$ cat config.mk
export PLATFORM = sky130hd
export DESIGN_NAME = mist32e10fa_dual_port_mem_arbiter
export DESIGN_NICKNAME = d
export VERILOG_FILES = /design/src/rtl/mist32e10fa_dual_port_mem_arbiter_pkg.sv /design/src/rtl/mist32e10fa_arbiter_id_fifo.sv /design/src/rtl/mist32e10fa_dual_port_mem_arbiter.sv
export SDC_FILE = /design/constraint.sdc
export NUM_CORES = 1
export LEC_CHECK = 0
export CAP_MARGIN = 40
export CORE_UTILIZATION = 38
export DETAILED_ROUTE_END_ITERATION = 6
export HOLD_SLACK_MARGIN = 0.05
export MAX_ROUTING_LAYER = met4
export PLACE_DENSITY = 0.8
export REMOVE_ABC_BUFFERS = 1
export SYNTH_ARGS = -nofsm -noshare
export SYNTH_HDL_FRONTEND = slang
export SYNTH_SLANG_ARGS = --single-unit
$ cat constraint.sdc
create_clock -name iCLOCK -period 2.7 [get_ports iCLOCK]
set_input_delay 0.81 -clock iCLOCK [delete_from_list [all_inputs] [get_ports iCLOCK]]
set_output_delay 0.81 -clock iCLOCK [all_outputs]
set_load 0.05 [all_outputs]
$ cat src/rtl/mist32e10fa_dual_port_mem_arbiter_pkg.sv
// mist32e10fa_dual_port_mem_arbiter_pkg: shared types and default sizes for the dual-port memory arbiter
package mist32e10fa_dual_port_mem_arbiter_pkg;
  typedef logic port_id_t;
  localparam port_id_t P0 = 1'b0;
  localparam port_id_t P1 = 1'b1;
  typedef enum logic {IDLE, ISSUE} state_t;
  localparam int DEF_AW = 32;
  localparam int DEF_DW = 32;
  localparam int DEF_QD = 8;
endpackage

$ cat src/rtl/mist32e10fa_arbiter_id_fifo.sv
// mist32e10fa_arbiter_id_fifo: in-order queue of issuing port IDs, each with a flashable valid bit
module mist32e10fa_arbiter_id_fifo
  import mist32e10fa_dual_port_mem_arbiter_pkg::*;
#(
  parameter int QD = DEF_QD,
  parameter int QDN = 3
) (
  input  logic     iCLOCK,
  input  logic     inRESET,
  input  logic     push,
  input  port_id_t push_id,
  input  logic     pop,
  input  logic     flash,
  output port_id_t head_id,
  output logic     head_vld,
  output logic     full,
  output logic     empty
);
  port_id_t ids [QD];
  logic [QD-1:0] vld, vld_nxt;
  logic [QDN-1:0] wp, rp;
  logic [QDN:0] cnt;
  assign full = cnt == (QDN+1)'(QD);
  assign empty = cnt == '0;
  assign head_id = ids[rp];
  assign head_vld = vld[rp];
  // a push in a flash cycle lands after the clear, so it stays valid
  always_comb begin
    vld_nxt = flash ? '0 : vld;
    if (pop) vld_nxt[rp] = 1'b0;
    if (push) vld_nxt[wp] = 1'b1;
  end
  always_ff @(posedge iCLOCK)
    if (push) ids[wp] <= push_id;
  always_ff @(posedge iCLOCK or negedge inRESET)
    if (!inRESET) begin
      wp <= '0;
      rp <= '0;
      cnt <= '0;
      vld <= '0;
    end else begin
      if (push) wp <= wp + 1'b1;
      if (pop) rp <= rp + 1'b1;
      cnt <= cnt + (QDN+1)'(push) - (QDN+1)'(pop);
      vld <= vld_nxt;
    end
endmodule

$ cat src/rtl/mist32e10fa_dual_port_mem_arbiter.sv
// mist32e10fa_dual_port_mem_arbiter: two requesters onto one in-order memory port with response routing
// MIST32E10FA_DUAL_PORT_ARB_RR_EN selects round-robin tie resolution instead of fixed P0 priority
module mist32e10fa_dual_port_mem_arbiter
  import mist32e10fa_dual_port_mem_arbiter_pkg::*;
#(
  parameter int AW = DEF_AW,
  parameter int DW = DEF_DW,
  parameter int QD = DEF_QD,
  parameter int QDN = 3
) (
  input  logic          iCLOCK,
  input  logic          inRESET,
  input  logic          iFLASH,
  input  logic          iP0_REQ,
  output logic          oP0_BUSY,
  input  logic          iP0_RW,
  input  logic [AW-1:0] iP0_ADDR,
  input  logic [DW-1:0] iP0_DATA,
  input  logic          iP1_REQ,
  output logic          oP1_BUSY,
  input  logic          iP1_RW,
  input  logic [AW-1:0] iP1_ADDR,
  input  logic [DW-1:0] iP1_DATA,
  output logic          oMEM_REQ,
  input  logic          iMEM_BUSY,
  output logic          oMEM_RW,
  output logic [AW-1:0] oMEM_ADDR,
  output logic [DW-1:0] oMEM_DATA,
  input  logic          iMEM_VALID,
  input  logic [DW-1:0] iMEM_DATA,
  output logic          oP0_VALID,
  output logic [DW-1:0] oP0_DATA,
  output logic          oP1_VALID,
  output logic [DW-1:0] oP1_DATA
);
  state_t state;
  port_id_t head_id;
  logic full, empty, head_vld, pop, acc, g0, g1;
  assign pop = iMEM_VALID && !empty;
  // a response retiring this cycle frees a slot for the request arriving with it
  assign acc = (state == IDLE || !iMEM_BUSY) && (!full || pop);
`ifdef MIST32E10FA_DUAL_PORT_ARB_RR_EN
  port_id_t rr;
  assign g0 = acc && iP0_REQ && (!iP1_REQ || rr == P0);
  always_ff @(posedge iCLOCK or negedge inRESET)
    if (!inRESET) rr <= P0;
    else if (g0 || g1) rr <= g0 ? P1 : P0;
`else
  assign g0 = acc && iP0_REQ;
`endif
  assign g1 = acc && iP1_REQ && !g0;
  assign oP0_BUSY = inRESET && (!acc || g1);
  assign oP1_BUSY = inRESET && (!acc || g0);
  assign oP0_VALID = inRESET && pop && head_vld && !iFLASH && head_id == P0;
  assign oP1_VALID = inRESET && pop && head_vld && !iFLASH && head_id == P1;
  assign oP0_DATA = iMEM_DATA;
  assign oP1_DATA = iMEM_DATA;
  assign oMEM_REQ = state == ISSUE;
  always_ff @(posedge iCLOCK or negedge inRESET)
    if (!inRESET) begin
      state <= IDLE;
      oMEM_RW <= 1'b0;
      oMEM_ADDR <= '0;
      oMEM_DATA <= '0;
    end else if (g0 || g1) begin
      state <= ISSUE;
      oMEM_RW <= g1 ? iP1_RW : iP0_RW;
      oMEM_ADDR <= g1 ? iP1_ADDR : iP0_ADDR;
      oMEM_DATA <= g1 ? iP1_DATA : iP0_DATA;
    end else if (!iMEM_BUSY) state <= IDLE;
  mist32e10fa_arbiter_id_fifo #(.QD(QD), .QDN(QDN)) u_fifo (
    .iCLOCK(iCLOCK),
    .inRESET(inRESET),
    .push(g0 || g1),
    .push_id(g1),
    .pop(pop),
    .flash(iFLASH),
    .head_id(head_id),
    .head_vld(head_vld),
    .full(full),
    .empty(empty)
  );
endmodule

==> reports/results.ini <==
[run_status]
status = finished with violations
violations = setup timing

[synthesis]
synth-seq-cells = 92
synth_area_leaders = dfrtp_1, mux2i_1, buf_4, o22ai_1, inv_1
synth_seq_area_share = 0.462
yosysTopAreaCell = dfrtp_1
synth_common_cells = dfrtp_1, inv_1, buf_4
yosys_warnings = 0
synth.distinct_cells = 39
synth-edff-count = 8
synth_most_common_cell = dfrtp_1
ys.flop_type = dfrtp_1
syn-mean-instance-area_um2 = 10.5
synth.top_cell.area_share = 0.415
async_reset_ff_frac = 0.913
synthesis.area_um2 = 5070
syn-instance-count = 482

[timing]
fmax_mhz = 356
hold_viol_final = 0
period_needed_ps = 2810
slew_violations = 0
skew_ps = 6.02
finalSetupViolCount = 2
fin_tns_setup_ps = -194
slew_headroom = 0.545
fin_ws_ps = -112
rsz0062_at_grt = yes
period_share = 1.04
tightest_slew_ps = 682
timing.hold.ws_ps = 517

[min_path]
hold_path_class = reg2reg
holdPathEnd = oMEM_ADDR[2]
worstHoldStart = oMEM_ADDR[2]
hold_path_depth = 2

[global_routing]
grt_pass1_wl_um = 23900
grt_usage = 0.232
grt_antenna_before_repair = 0
grt_overflow = 0
grt_start_max_net_pins = 67
first_global_vias = 4291

[critical_path]
critPathCaptureType = output pin
crit_arrival_ps = 2000
worst-r2r-setup-slack_ps = 290
startpoint = u_fifo.rp[0]
critPathKind = reg2out
cp-start-kind = register
r2r_cells = 10
reg2reg_from = u_fifo.cnt[2]
r2r-end = u_fifo.cnt[2]
worstPathMaxFanout = 8
critPathRequiredTime_ps = 1890

[clock_network]
clock_path_buffers = 2
clk_latency_ps = 330
htreeDepth = 3
clk_pin_slew_ps = 60
cts_tree = built
cts_root_buffer = clkbuf_16
cts_made_buffers = 9
hold_buffers = 0
clock_sink_count = 92

[pwr]
p_comb_frac = 0.490
ir_worst_vdd_uv = 403
powerDensity_nw_per_um2 = 950
switching_share = 0.410
power_switching_mw = 2.88
pwr-share-seq = 0.313
p_leak_nw = 3.38
pwr-share-clk = 0.197
p_int_mw = 4.14

[layout]
drive_gt1_frac = 0.108
instances_no_fill = 804
area_growth_pct = 45.7
nets = 804
final_area_um2 = 7390
diodes = 0

[flow_run]
drv_cap = 0

[placement]
placed_cell_area_um2 = 6930
gp_congestion = 0.851
numPortBuffers = 206
dp.cells = 785
hpwl_um = 12100

[routing]
dr.pass1.iters = 4
wirelength_um = 15600
vias_per_cell = 5.11
wl_per_cell_um = 19.4
drc = 0
ant_nets = 0
via_count = 4106
initialDrtViolationCount = 132

[die]
die_h_um = 118
core_region_area_um2 = 12800
row_count = 41
initial_core_util = 0.395
ios = 303
die_w_um = 118
dieArea_um2 = 13800

## cells in the final DEF (no fill, tap or decap), types with 2 or more instances in the layout
cell             instances
buf_4                   21
and3_1                   5
o22ai_1                 65
nand2_1                  2
edfxtp_1                 8
inv_2                    2
inv_1                   71
nand4b_1                 4
a32o_1                   8
and2_1                   4
clkdlybuf4s50_1        199
buf_12                   5
mux2_2                   4
nand2b_1                 4
clkinvlp_4               2
dfrtp_2                  2
mux4_2                   2
clkbuf_8                 2
a21boi_2                 2
nor2_1                   7
nor3_1                   4
dfrtp_1                 82
nor2b_1                  7
clkbuf_16               10
nand4_1                  4
mux2i_1                 66
xnor2_1                  5
ha_1                     7
xor2_1                   2
nand3_1                  2
bufinv_16                2
## critical path, stage by stage (launching register included)
cell	delay, ps
dfrtp_2	460
buf_12	150
buf_8	120
mux2i_2	140
a22o_4	290
nor4_4	290
clkbuf_16	210
## sequential cells by signal (all words and copies together), names as in the netlist
name	cells
u_fifo.wp	3
oMEM_REQ	1
oMEM_RW	1
oMEM_ADDR	32
u_fifo.rp	3
u_fifo.cnt	4
u_fifo.vld	8
u_fifo.ids	8
oMEM_DATA	32
## how the worst max path moves through the flow
| stage | endpoint | slack (ps) | cells after the start |
|---|---|---|---|
| 2_1_floorplan | u_fifo.cnt[2] | -7390 | 5 |
| 3_3_place_gp | oP1_VALID | -280 | 5 |
| 3_5_place_dp | oP1_VALID | -360 | 5 |
| 4_1_cts | oP1_VALID | -180 | 7 |
| 5_1_grt | oP0_VALID | -210 | 4 |
| 6_report | oP0_VALID | -110 | 6 |
## through the flow
step | setup slack, ps | power, mW | utilization
6_report | -112 | 7.02 | 0.576
4_1_cts | -177 | 6.99 | 0.572
5_1_grt | -207 | 7.37 | 0.576
3_3_place_gp | -281 | 5.35 | 0.540
2_1_floorplan | -7390 | 4.34 | -
3_5_place_dp | -361 | 5.47 | 0.540
## per-layer routing
layer,up-vias,global-route usage,share of wire
met5,-,-,0
met4,0,0.0296,0.0053
met3,7,0.144,0.14
met2,253,0.349,0.45
met1,1953,0.270,0.40
li1,1893,-,-
## power by group through the flow
stage / registers [mW] / clock network [mW] / logic [mW]
global route: 2.25 / 1.48 / 3.63
CTS: 2.19 / 1.43 / 3.37
global placement: 2.17 / 0 / 3.18
detailed placement: 2.20 / 0 / 3.27
finish: 2.20 / 1.39 / 3.44
floorplan: 3.12 / 0 / 1.22
## cell families after synthesis
kind of cell,after synthesis,share of synthesized area
AO/OA/AOI/OAI,85,0.113
multiplexers,74,0.154
AND/OR/NAND/NOR,48,0.0587
buffers and inverters,168,0.179
adder cells (fa/ha/maj),8,0.0212
flip-flops,92,0.462
XOR/XNOR,7,0.0121
## layout make-up
cell class / count / area, µm²
well taps: 172 / 215
clock inverters: 5 / 83.8
multi-input cells: 222 / 1900
flip-flops and latches: 92 / 2340
fillers: 1067 / 5440
inverters: 73 / 274
clock buffers: 11 / 253
repair buffers: 229 / 2310
## repair_timing
item / in CTS / in global routing
setup endpoints to repair: 4 / 2
pin swaps: 2 / 2
resized for setup: 18 / 10
setup buffers: 1 / 3
(Power assumes the default switching activity.)
